[src/rtl/regfile_write_scheduler_pkg.sv]
// Shared decode-stage definitions used by the register file write scheduler.
package regfile_write_scheduler_pkg;

    localparam int REG_ADDR_W = 5;
    localparam int DATA_W     = 32;
    localparam int NUM_REGS   = 32;

    // Starvation tracking for a buffered MDU result that WB keeps pre-empting.
    typedef enum logic [1:0] {
        NORMAL  = 2'd0,
        WAIT    = 2'd1,
        STARVED = 2'd2
    } starve_state_e;

endpackage

[src/rtl/regfile_write_scheduler_reg_scoreboard.sv]
// Busy vector for registers with an outstanding MDU result.
// r0 is never busy. A set and a clear of the same register in one cycle
// leave it busy: the set belongs to a newer MDU op than the result draining.
module reg_scoreboard
    import regfile_write_scheduler_pkg::*;
(
    input  logic                  clk,
    input  logic                  reset,
    input  logic                  set_en,
    input  logic [REG_ADDR_W-1:0] set_addr,
    input  logic                  clr_en,
    input  logic [REG_ADDR_W-1:0] clr_addr,
    input  logic [REG_ADDR_W-1:0] rd_addr_a,
    input  logic [REG_ADDR_W-1:0] rd_addr_b,
    input  logic [REG_ADDR_W-1:0] rd_addr_c,
    output logic                  rd_busy_a,
    output logic                  rd_busy_b,
    output logic                  rd_busy_c
);

    logic [NUM_REGS-1:0] busy_q;
    logic [NUM_REGS-1:0] busy_d;

    // Next busy vector: clear first so a same-register set overrides it.
    always_comb begin
        busy_d = busy_q;
        if (clr_en) begin
            busy_d[clr_addr] = 1'b0;
        end
        if (set_en && (set_addr != '0)) begin
            busy_d[set_addr] = 1'b1;
        end
        busy_d[0] = 1'b0;
        if (reset) begin
            busy_d = '0;
        end
    end

    // Busy state register.
    always_ff @(posedge clk) begin
        busy_q <= busy_d;
    end

    // Three combinational read ports for the decode hazard check.
    always_comb begin
        rd_busy_a = busy_q[rd_addr_a];
        rd_busy_b = busy_q[rd_addr_b];
        rd_busy_c = busy_q[rd_addr_c];
    end

endmodule

[src/rtl/regfile_write_scheduler.sv]
// Shares the register file write port between pipeline WB (always wins) and
// a one-entry MDU result buffer, tracks pending MDU destinations for decode
// hazard stalls, and stalls the front end when a buffered result starves.
module regfile_write_scheduler
    import regfile_write_scheduler_pkg::*;
#(
    parameter int STARVE_LIMIT = 4,
    parameter int CNT_W        = 3
) (
    input  logic        clk,
    input  logic        reset,
    input  logic        wb_we,
    input  logic [4:0]  wb_addr,
    input  logic [31:0] wb_data,
    input  logic        mdu_valid,
    input  logic [4:0]  mdu_addr,
    input  logic [31:0] mdu_data,
    output logic        mdu_ready,
    input  logic        issue_valid,
    input  logic [4:0]  issue_addr,
    input  logic [4:0]  dec_rs,
    input  logic [4:0]  dec_rt,
    input  logic [4:0]  dec_rd,
    input  logic        dec_we,
    output logic        stall,
    output logic        rf_we,
    output logic [4:0]  rf_addr,
    output logic [31:0] rf_data
);

    logic                  wb_claim;
    logic                  drain;
    logic                  buf_load;
    logic                  hazard_stall;
    logic                  busy_rs;
    logic                  busy_rt;
    logic                  busy_rd;
    logic                  sb_set;

    logic                  buf_valid_q, buf_valid_d;
    logic [REG_ADDR_W-1:0] buf_addr_q,  buf_addr_d;
    logic [DATA_W-1:0]     buf_data_q,  buf_data_d;

    starve_state_e         state_q, state_d;
    logic [CNT_W-1:0]      cnt_q,   cnt_d;

    // Port arbitration: WB claims first, the buffer drains on idle cycles,
    // and a draining buffer can take a new result in the same cycle.
    always_comb begin
        wb_claim  = wb_we && (wb_addr != '0);
        drain     = !reset && buf_valid_q && !wb_claim;
        mdu_ready = !reset && (!buf_valid_q || drain);
        buf_load  = mdu_valid && mdu_ready;
    end

    // Write port mux; outputs are forced quiet while in reset.
    always_comb begin
        rf_we   = 1'b0;
        rf_addr = '0;
        rf_data = '0;
        if (!reset) begin
            if (wb_claim) begin
                rf_we   = 1'b1;
                rf_addr = wb_addr;
                rf_data = wb_data;
            end else if (drain) begin
                rf_we   = 1'b1;
                rf_addr = buf_addr_q;
                rf_data = buf_data_q;
            end
        end
    end

    // MDU result buffer next state; reset discards any held result.
    always_comb begin
        buf_valid_d = buf_valid_q;
        buf_addr_d  = buf_addr_q;
        buf_data_d  = buf_data_q;
        if (buf_load) begin
            buf_valid_d = 1'b1;
            buf_addr_d  = mdu_addr;
            buf_data_d  = mdu_data;
        end else if (drain) begin
            buf_valid_d = 1'b0;
        end
        if (reset) begin
            buf_valid_d = 1'b0;
        end
    end

    // Buffer registers; address/data need no reset since valid qualifies them.
    always_ff @(posedge clk) begin
        buf_valid_q <= buf_valid_d;
        buf_addr_q  <= buf_addr_d;
        buf_data_q  <= buf_data_d;
    end

    // Starvation FSM: count consecutive blocked cycles of the buffered result.
    always_comb begin
        state_d = state_q;
        cnt_d   = cnt_q;
        case (state_q)
            NORMAL: begin
                if (buf_valid_q && wb_claim) begin
                    cnt_d   = CNT_W'(1);
                    state_d = (cnt_d >= CNT_W'(STARVE_LIMIT)) ? STARVED : WAIT;
                end
            end
            WAIT: begin
                if (drain) begin
                    state_d = NORMAL;
                    cnt_d   = '0;
                end else begin
                    cnt_d = cnt_q + CNT_W'(1);
                    if (cnt_d >= CNT_W'(STARVE_LIMIT)) begin
                        state_d = STARVED;
                    end
                end
            end
            STARVED: begin
                if (drain) begin
                    state_d = NORMAL;
                    cnt_d   = '0;
                end
            end
            default: begin
                state_d = NORMAL;
                cnt_d   = '0;
            end
        endcase
        if (reset) begin
            state_d = NORMAL;
            cnt_d   = '0;
        end
    end

    // Starvation FSM state register.
    always_ff @(posedge clk) begin
        state_q <= state_d;
        cnt_q   <= cnt_d;
    end

    // Front-end stall and scoreboard set qualification.
    always_comb begin
        hazard_stall = busy_rs || busy_rt || (dec_we && busy_rd);
        stall        = !reset && (hazard_stall || (state_q == STARVED));
        sb_set       = issue_valid && (issue_addr != '0) && !stall;
    end

    reg_scoreboard u_sb (
        .clk       (clk),
        .reset     (reset),
        .set_en    (sb_set),
        .set_addr  (issue_addr),
        .clr_en    (drain),
        .clr_addr  (buf_addr_q),
        .rd_addr_a (dec_rs),
        .rd_addr_b (dec_rt),
        .rd_addr_c (dec_rd),
        .rd_busy_a (busy_rs),
        .rd_busy_b (busy_rt),
        .rd_busy_c (busy_rd)
    );

endmodule

[config.mk]
export PLATFORM = sky130hd
export DESIGN_NAME = regfile_write_scheduler
export DESIGN_NICKNAME = d
export VERILOG_FILES = /design/src/rtl/regfile_write_scheduler_pkg.sv /design/src/rtl/regfile_write_scheduler_reg_scoreboard.sv /design/src/rtl/regfile_write_scheduler.sv
export SDC_FILE = /design/constraint.sdc
export NUM_CORES = 1
export LEC_CHECK = 0
export CORE_ASPECT_RATIO = 1.2
export CORE_MARGIN = 1.5
export CORE_UTILIZATION = 25
export DETAILED_ROUTE_END_ITERATION = 10
export PLACE_DENSITY = 0.55
export SYNTH_ARGS = -nofsm -noshare
export SYNTH_HDL_FRONTEND = slang
export SYNTH_HIERARCHICAL = 1
export SYNTH_SLANG_ARGS = --single-unit
[constraint.sdc]
create_clock -name clk -period 7.6 [get_ports clk]
set_clock_uncertainty 0.1 [all_clocks]
set_input_delay 1.52 -clock clk [delete_from_list [all_inputs] [get_ports clk]]
set_output_delay 1.52 -clock clk [all_outputs]
set_load 0.05 [all_outputs]
==> metrics.md, run 1 <==
| Metric | Value |
|---|---|
| Setup-failing EPs final | 0 |
| Post-Synth Adder-Cell Area | 0.301% |
| Max Cap Viol | 0 |
| Count of non-filler cells in the finished layout | 751 |
| Cell Area, Placed | 5640 sq um |
| Pre-CTS setup slack | 1.30 ns |
| CTS root buffer | clkbuf_16 |
| Cell with the most instances after synthesis | a21oi_1 |
| Initial antenna violation count | 0 |
| Total wire length | 13.3 mm |
| Power per cell area | 177 nW/um^2 |
| Post-placement cell count | 735 |
| GRT Overall Usage | 15.4% |
| Post-layout min period | 6.30 ns |
| Comb pwr share | 19.6% |
| Final period util | 82.9% |
| Synth Cell Area | 4150 sq um |
| Cell-internal power | 0.751 mW |
| CP arrival | 4.68 ns |
| Post-synth EDFFs | 37 |
| Critical path capture point type | output port |
| Remaining Overflow, GRT | 0 |
| Routed vias | 3766 |
| Post-synthesis sequential area ratio | 44.6% |
| Die area | 17400 sq um |
| Vias per inst | 5.01 |
| Pin count of the biggest net entering global routing | 45 |
| Most frequent cells after synthesis | a21oi_1, nand2_1, dfxtp_1, edfxtp_1, a22o_1 |
| Cells on worst reg2reg path | 10 |
| Switching part of the total | 28.3% |
| Syn Nets | 505 |
| ANT nets after route | 0 |
| Sink Count | 74 |
| Wire length per cell | 17.7 um |
| Clk_lat worst skew | 0.33 ns |
| Hold_sp | cnt_q[2] |
| Worst Path Max Fanout | 25 |
| Main combinational cell family by area after synthesis | compound AO/OA/AOI/OAI gates |
| # nets final | 635 |
| Syn Area/Cell | 10.3 sq um |
| Area share of the largest cell type after synthesis | 26.8% |
| CTS tree | done |
| CP Launch Type | input pin |
| Hold slack | 0.399 ns |
| Post-synthesis simple-gate area fraction | 15.4% |
| Detailed placement HPWL | 9.99 mm |
| WS Path Type | input pin to output port |
| CTS Buf Count | 9 |
| Starting Density | 25.6% |
| YS warnings | 6 |
| Die W | 121 um |
| Hold Vio Cnt, Final | 0 |
| Diode count | 0 |
| Port-buffer cells | 139 |
| Slew margin rel. | 33.2% |
| Fillers | 1641 |
| Cts hold-fix bufs | 0 |
| R2r endpoint | u_sb/busy_q[24] |
| Asr flop ratio synth | 0% |
| CTS clock-pin slew for the worst setup and hold paths | 0.06 ns |
| Reg2reg start | u_sb/busy_q[23] |
| Post-CTS Resized | 0 |
| Max Fclk | 159 MHz |
| Post-synthesis compound-gate area fraction | 23.1% |
| Clock share of power | 38.1% |
| Pwr Total | 1.05 mW |
| Worst slew pin tran | 1.00 ns |
| Net Sw Power | 0.297 mW |
| Class of the worst hold path | flop to flop |
| Post-synthesis sequential element count | 74 |
| First-pass GRT wire length | 20.6 mm |
| Worst path setup slack after routing | 1.30 ns |
| Post-Synthesis Cells | 404 |
| Finished Cell Area | 5920 sq um |
| Static leakage | 2.09 nW |
| Die Y | 144 um |
| CTS max path bufs | 2 |
| Ys flop type | edfxtp_1 |
| Synth Area in XOR/XNOR | 0% |
| Setup bufs post-CTS | 0 |
| Row count | 51 |
| Peak VDD IR | 0.107 mV |
| Vias in the first global route | 3835 |
| Post-synthesis cell type count | 46 |
| Synth area leader | edfxtp_1 |
| DRT Pass-1 Iters | 5 |
| Sequential Power Share | 42.2% |
| Cell count of the worst hold path | 1 |
| Placer Congestion | 0.849 |
| Post-layout util | 36.5% |
| DRT iter0 DRCs | 335 |
| Share of layout cells above drive strength 1 | 6.49% |
| Status | finished clean |
| Setup TNS | 0 ns |
| Max Slew Vio Count | 0 |
| Core Region | 16200 sq um |
| FF-to-FF setup slack | 4.28 ns |
| RSZ-0062 raised after global routing | false |
| H-Tree Depth | 3 |
| Top post-synthesis cells by area | edfxtp_1, dfxtp_1, a22o_1, mux2i_1, a21oi_1 |
| Worst Path Required | 5.98 ns |
| Mux share of post-synthesis cell area | 11.7% |
| # DRC | 0 |
| Worst Hold End | cnt_q[2] |
| Layout area overhead | 42.6% |
| Num ports | 140 |
==> registers in the layout, indices dropped and copies added (netlist names) <==
| name | count |
|---|---|
| buf_data_q | 32 |
| u_sb/busy_q | 31 |
| buf_addr_q | 5 |
| cnt_q | 3 |
| state_q | 2 |
| buf_valid_q | 1 |
==> power groups by stage <==
stage | Clock [mW] | Sequential [mW] | Combinational, mW
after floorplan | 0 | 0.446 | 0.114
after global placement | 0 | 0.452 | 0.205
after detailed placement | 0 | 0.451 | 0.205
after CTS | 0.410 | 0.443 | 0.206
after global routing | 0.428 | 0.444 | 0.218
final | 0.400 | 0.443 | 0.206
==> cell usage in the layout, fill, tap and decap left out, types with 6 or more instances in the layout <==
cell             instances
nor2_1                  16
nand2_1                 43
edfxtp_1                37
dfxtp_1                 37
nand3b_1                 6
clkbuf_16                9
a21oi_1                 47
mux4_2                   6
o21ai_0                 33
mux2i_1                 27
clkdlybuf4s50_1        139
a22oi_1                  8
nand2b_1                10
a22o_1                  35
nand3_1                 16
==> layout make-up <==
| type | count | area [sq um] | share of cell area, % |
|---|---|---|---|
| multi-input combinational | 303 | 2100 | 35.4 |
| sequential | 74 | 1850 | 31.3 |
| timing repair buffer | 142 | 1410 | 23.9 |
| tap | 212 | 265 | 4.48 |
| clock buffer | 9 | 225 | 3.80 |
| clock inverter | 7 | 53.8 | 0.909 |
| inverter | 4 | 15.0 | 0.254 |
==> cells by family (layout without fill, tap and decap cells) <==
family / Yosys count / count (layout)
mux: 36 / 36
buf+inv: 27 / 162
fa+ha+maj: 1 / 1
compound gates: 143 / 143
flops: 74 / 74
simple gates: 123 / 123
==> worst max-delay path by stage <==
stage	end	slack (ns)	startpoint
2_1_floorplan	rf_addr[4]	2.83	wb_addr[4]
3_3_place_gp	rf_addr[4]	1.31	wb_addr[4]
3_5_place_dp	rf_addr[2]	1.30	wb_addr[4]
4_1_cts	rf_addr[4]	1.26	wb_addr[4]
5_1_grt	rf_addr[4]	1.10	wb_addr[4]
6_report	rf_addr[4]	1.30	wb_addr[4]
==> layer usage <==
metal | GRT usage, % | vias up | wire (um) | share of wire, %
li1 | - | 1813 | - | -
met2 | 27.3 | 196 | 6490 | 49
met1 | 17.6 | 1741 | 5370 | 41
met3 | 4.53 | 16 | 1150 | 8.6
met4 | 5.76 | 0 | 259 | 2.0
met5 | 0 | - | 0 | 0
==> critical path, cell delays in order <==
cell and delay (ns):
clkdlybuf4s50_1 0.42, or2_2 0.39, o41ai_4 0.88, buf_4 0.41, a22oi_1 0.10, nor2_1 0.12
clkdlybuf4s50_1 0.81
No activity file was read; power rests on OpenSTA's default activity.
==> run 2, diff against run 1 <==
- clock period: 7.6 -> 5.9 ns (I/O delays scaled with it)
==> run 2 against run 1 <==
  * Core utilization increased by 2.1 points
  * Setup slack got worse by 0.78 ns
  * Combinational power rose by 45%
  * Clock power increased by 30%
  * Routed wire length decreased by 0.95%
  * Flip-flop and latch count unchanged
  * Final area increased by 5.8%
  * First-iteration DRC count fell by 30%
  * Via count is essentially flat
  * Power increased by 32%
  * Die area stayed put
  * Largest cell class unchanged
==> metrics.md, run 2 (synthesized netlist as in run 1, its figures left out) <==
| Metric | Value |
|---|---|
| Class of the worst hold path | flop to flop |
| Critical path capture point type | output port |
| Setup TNS | 0 ns (unchanged) |
| Most used cell, CP | clkdlybuf4s50_1 |
| Post-layout min period | 5.37 ns |
| Worst slew pin tran | 0.913 ns (-0.0867 ns) |
| Switching part of the total | 27.5% (-0.78 points) |
| DRT Pass-1 Iters | 5 (unchanged) |
| Vias per inst | 5.01 (-0.19%) |
| Starting Density | 25.6% (unchanged) |
| First-pass GRT wire length | 20.4 mm (-1.0%) |
| Detailed placement HPWL | 9.94 mm (-0.51%) |
| Initial antenna violation count | 0 (unchanged) |
| Die W | 121 um (unchanged) |
| Worst Hold End | cnt_q[2] |
| Comb pwr share | 21.5% (+1.9 points) |
| Hold slack | 0.382 ns (-0.0167 ns) |
| Wire length per cell | 17.5 um (-1.1%) |
| Crit-path cells | clkdlybuf4s50_1 -> mux4_2 -> nand2b_1 -> o211ai_1 -> nand4_1 -> a211oi_1 -> a21oi_1 -> clkdlybuf4s50_1 |
| Cell count of the worst hold path | 1 (unchanged) |
| CTS max path bufs | 2 (unchanged) |
| # DRC | 0 (unchanged) |
| Hold Vio Cnt, Final | 0 (unchanged) |
| CP Launch Type | input pin |
| Share of layout cells above drive strength 1 | 13.0% (+6.5 points) |
| Port-buffer cells | 139 (unchanged) |
| Cells on worst reg2reg path | 11 (+1) |
| Die area | 17400 sq um (unchanged) |
| Clock share of power | 37.4% (-0.7 points) |
| Crit path max-delay family | buffers and inverters |
| Sequential Power Share | 41.0% (-1.2 points) |
| Setup-failing EPs final | 0 (unchanged) |
| Clk_lat worst skew | 0.33 ns (about the same) |
| Power per cell area | 222 nW/um^2 (+25%) |
| Max reg flops | 32 (unchanged) |
| Reg2reg start | u_sb/busy_q[23] |
| CP peak stage delay | 0.73 ns (-0.15 ns) |
| Remaining Overflow, GRT | 0 (unchanged) |
| Max Cap Viol | 0 (unchanged) |
| Max Slew Vio Count | 0 (unchanged) |
| CTS Buf Count | 9 (unchanged) |
| Layout area overhead | 50.9% |
| Top reg by flops | buf_data_q |
| Worst Path Max Fanout | 10 (-60%) |
| GRT Overall Usage | 15.2% (-0.21 points) |
| Most common cell after layout, fill and taps aside | clkdlybuf4s50_1 |
| Core Region | 16200 sq um (unchanged) |
| Cell-internal power | 1.01 mW (+34%) |
| Final period util | 91.1% |
| Worst Path Required | 4.62 ns (-1.36 ns) |
| Biggest regs | buf_data_q x32, u_sb/busy_q x31, buf_addr_q x5 |
| Num ports | 140 (unchanged) |
| Cts hold-fix bufs | 0 (unchanged) |
| Setup bufs post-CTS | 0 (unchanged) |
| Total wire length | 13.1 mm (-0.95%) |
| # nets final | 636 (+0.16%) |
| Diode count | 0 (unchanged) |
| Status | finished clean |
| Peak VDD IR | 0.129 mV (+21%) |
| Row count | 51 (unchanged) |
| Sink Count | 74 (unchanged) |
| H-Tree Depth | 3 (unchanged) |
| CTS root buffer | clkbuf_16 |
| Crit path buffers/inverters | 2 (-1) |
| Max Fclk | 186 MHz |
| Vias in the first global route | 3900 (+1.7%) |
| CTS tree | done |
| ANT nets after route | 0 (unchanged) |
| WS Path Type | input pin to output port |
| Most frequent cells in the layout | clkdlybuf4s50_1, a21oi_1, nand2_1 |
| Pin count of the biggest net entering global routing | 44 (-2.2%) |
| RSZ-0062 raised after global routing | false |
| Routed vias | 3764 (-0.053%) |
| Static leakage | 2.27 nW (+8.4%) |
| Die Y | 144 um (unchanged) |
| CP max-delay cell | clkdlybuf4s50_1 |
| Slew margin rel. | 39.1% (+5.9 points) |
| CP arrival | 4.09 ns (-0.59 ns) |
| DRT iter0 DRCs | 234 (-30%) |
| R2r endpoint | u_sb/busy_q[14] |
| FF-to-FF setup slack | 2.90 ns (-1.38 ns) |
| CTS clock-pin slew for the worst setup and hold paths | 0.06 ns (about the same) |
| Post-CTS Resized | 0 (unchanged) |
| Net Sw Power | 0.382 mW (+29%) |
| Placer Congestion | 0.848 (-0.13%) |
| Hold_sp | cnt_q[2] |
## run 2: changes by cell type in the layout (fill, tap and decap cells not counted), moves of 2 or more
cell | before | now
buf_12 | 0 | 34
clkdlybuf4s50_1 | 139 | 104
buf_4 | 3 | 5
clkinv_4 | 3 | 1
## run 2: worst max path at each step
stage,to,startpoint,cells past startpoint
finish,stall,dec_rt[1],8
global route,stall,dec_rt[1],8
CTS,stall,dec_rd[1],8
detailed placement,stall,dec_rd[1],8
global placement,stall,dec_rt[1],8
floorplan,buf_addr_q[0],wb_addr[0],4
## run 2: power by group through the flow
stage	combinational, mW	sequential (mW)	clock, mW
after floorplan	0.147	0.575	0
after detailed placement	0.300	0.580	0
after global placement	0.298	0.580	0
final	0.299	0.569	0.520
after global routing	0.316	0.571	0.557
after CTS	0.301	0.569	0.533
## run 2: layout make-up
cell class              instances  area [sq um]
inverters                       4          15.0
well taps                     212           265
flip-flops and latches         74          1850
fillers                      1635          9940
multi-input cells             303          2100
clock buffers                  11           243
clock inverters                 5          35.0
repair buffers                143          1760
## run 2: per-layer routing
| metal | global-route usage [%] | part of all wire, % | routed length [um] |
|---|---|---|---|
| met5 | 0 | 0 | 0 |
| met4 | 6.56 | 2.1 | 271 |
| met3 | 6.19 | 10 | 1340 |
| met2 | 26.0 | 48 | 6280 |
| met1 | 16.8 | 40 | 5250 |
## run 2: stage by stage
step	std cells	power (mW)	setup WS, ns	area, sq um	util [%]
finish	752	1.39	0.527	6260	38.7
global route	752	1.44	0.361	6260	38.7
CTS	752	1.40	0.515	6260	38.7
detailed placement	736	0.881	0.527	5990	36.9
global placement	736	0.878	0.554	5990	36.9
floorplan	404	0.722	1.73	4150	-
==> run 3, diff against run 2 <==
- GPL_ROUTABILITY_DRIVEN: default -> 0
==> run 3 against run 2 <==
  * Combinational power about the same
  * Clock power rose by 7.9%
  * Register-to-register slack hardly changed
  * Setup slack got worse by 0.018 ns
  * Sequential share of layout area shrank 0.10 points
  * Sequential power about the same
  * Hold slack better by 0.011 ns
  * Critical path type unchanged
  * Flip-flop and latch count is the same
  * Cell count unchanged
  * Core utilization up 0.13 points
  * Die area unchanged
==> metrics.md, run 3 (synthesized netlist as in run 1, its figures left out) <==
| Metric | Value |
|---|---|
| CTS max path bufs | 2 (unchanged) |
| Worst Path Required | 4.62 ns (about the same) |
| Sink Count | 74 (unchanged) |
| Max reg flops | 32 (unchanged) |
| CP max-delay cell | clkdlybuf4s50_1 |
| CTS tree | done |
| Setup-failing EPs final | 0 (unchanged) |
| Setup TNS | 0 ns (unchanged) |
| Crit-path cells | clkdlybuf4s50_1 -> mux4_2 -> nand2b_1 -> o211ai_1 -> nand4_1 -> a211oi_1 -> a21oi_1 -> clkdlybuf4s50_1 |
| Pwr Total | 1.43 mW (+3.0%) |
| Worst path setup slack after routing | 0.509 ns (-0.0181 ns) |
| CP peak stage delay | 0.73 ns (about the same) |
| Diode count | 0 (unchanged) |
| Class of the worst hold path | flop to flop |
| Port-buffer cells | 139 (unchanged) |
| CTS clock-pin slew for the worst setup and hold paths | 0.06 ns (about the same) |
| Top reg by flops | buf_data_q |
| GRT Overall Usage | 15.6% (+0.38 points) |
| Max Fclk | 185 MHz (-0.34%) |
| Num ports | 140 (unchanged) |
| Wire length per cell | 17.9 um (+2.5%) |
| Post-layout min period | 5.39 ns (+0.0181 ns) |
| First-pass GRT wire length | 21.0 mm (+3.2%) |
| Status | finished clean |
| CP Launch Type | input pin |
| Row count | 51 (unchanged) |
| Clk_lat worst skew | 0.33 ns (about the same) |
| Worst slew pin tran | 0.907 ns (-0.00671 ns) |
| # nets final | 636 (unchanged) |
| Core Region | 16200 sq um (unchanged) |
| RSZ-0062 raised after global routing | false |
| Die Y | 144 um (unchanged) |
| Static leakage | 2.28 nW (+0.47%) |
| Share of layout cells above drive strength 1 | 13.1% (+0.19 points) |
| Power per cell area | 227 nW/um^2 (+2.7%) |
| Vias in the first global route | 3929 (+0.74%) |
| Worst Path Max Fanout | 10 (unchanged) |
| Most common cell after layout, fill and taps aside | clkdlybuf4s50_1 |
| Count of non-filler cells in the finished layout | 752 (unchanged) |
| Fillers | 1640 (+0.31%) |
| Slew margin rel. | 39.5% (+0.45 points) |
| Critical path capture point type | output port |
| # DRC | 0 (unchanged) |
| Most used cell, CP | clkdlybuf4s50_1 |
| Pin count of the biggest net entering global routing | 44 (unchanged) |
| ANT nets after route | 0 (unchanged) |
| Total wire length | 13.5 mm (+2.5%) |
| CTS Buf Count | 9 (unchanged) |
| Post-CTS Resized | 0 (unchanged) |
| Detailed placement HPWL | 10.1 mm (+2.0%) |
| CP arrival | 4.11 ns (+0.02 ns) |
| Most frequent cells in the layout | clkdlybuf4s50_1, a21oi_1, nand2_1 |
| Final period util | 91.4% (+0.31 points) |
| Pre-CTS setup slack | 0.528 ns (+0.00101 ns) |
| H-Tree Depth | 3 (unchanged) |
| Biggest regs | buf_data_q x32, u_sb/busy_q x31, buf_addr_q x5 |
| CTS root buffer | clkbuf_16 |
| Layout area overhead | 51.4% |
| Cts hold-fix bufs | 0 (unchanged) |
| Max Slew Vio Count | 0 (unchanged) |
| Routed vias | 3832 (+1.8%) |
| Peak VDD IR | 0.183 mV (+42%) |
| Die W | 121 um (unchanged) |
| Vias per inst | 5.10 (+1.8%) |
| Initial antenna violation count | 0 (unchanged) |
| Remaining Overflow, GRT | 0 (unchanged) |
| Hold Vio Cnt, Final | 0 (unchanged) |
| Starting Density | 25.6% (unchanged) |
| DRT iter0 DRCs | 216 (-7.7%) |
| Max Cap Viol | 0 (unchanged) |
| Post-placement cell count | 736 (unchanged) |
| Setup bufs post-CTS | 0 (unchanged) |
| WS Path Type | input pin to output port |
| DRT Pass-1 Iters | 4 (-1) |
| Die area | 17400 sq um (unchanged) |
## run 3: cell types whose count changed in the layout (fill, tap and decap cells not counted), sizes merged
| cell | delta |
|---|---|
| bufinv | +1 |
| clkbuf | -2 |
| clkinv | -1 |
| inv | +2 |
## run 3: cell type report
| class | instances | area (sq um) | area share [%] |
|---|---|---|---|
| sequential | 74 | 1850 | 29.5 |
| timing repair buffer | 143 | 1760 | 28.0 |
| clock buffer | 9 | 225 | 3.58 |
| clock inverter | 7 | 73.8 | 1.17 |
| tap | 212 | 265 | 4.22 |
| multi-input combinational | 303 | 2100 | 33.3 |
| inverter | 4 | 15.0 | 0.239 |
## run 3: layer usage
| layer | share of wire, % | vias to the layer above | track usage, % | wire [um] |
|---|---|---|---|---|
| met5 | 0 | - | 0 | 0 |
| met4 | 1.5 | 0 | 5.45 | 208 |
| met3 | 9.4 | 18 | 5.76 | 1270 |
| met2 | 49 | 180 | 27.3 | 6660 |
| met1 | 40 | 1813 | 17.5 | 5330 |
| li1 | - | 1821 | - | - |
## run 3: where the power goes
group          leakage, nW  internal, mW  switching [mW]
Sequential           0.644         0.557          0.0118
Combinational         1.48         0.150           0.150
Clock                0.151         0.332           0.229
Total                 2.28          1.04           0.391
## run 3: final timing paths
| kind | startpoint | end | slack [ns] | cells after the start |
|---|---|---|---|---|
| worst max-delay path | dec_rt[1] | stall | 0.51 | 8 |
| worst min-delay path | cnt_q[2] | cnt_q[2] | 0.39 | 1 |
| worst max register to register | u_sb/busy_q[7] | u_sb/busy_q[10] | 2.89 | 11 |
| worst min register to register | cnt_q[2] | cnt_q[2] | 0.39 | 1 |
## run 3: critical path, delay by kind of cell
family	cells	cell delay (ns)
AOI/OAI and AO/OA	3	0.65
muxes	1	0.56
and+or+nand+nor	2	0.28
buffers and inverters	2	1.45
## run 3: through the flow
| step | utilization, % | instance area, sq um | hold slack, ns |
|---|---|---|---|
| floorplan | - | 4150 | 0.341 |
| global placement | 36.9 | 5990 | 0.353 |
| global route | 38.8 | 6290 | 0.418 |
| CTS | 38.8 | 6290 | 0.397 |
| finish | 38.8 | 6290 | 0.393 |
| detailed placement | 36.9 | 5990 | 0.381 |
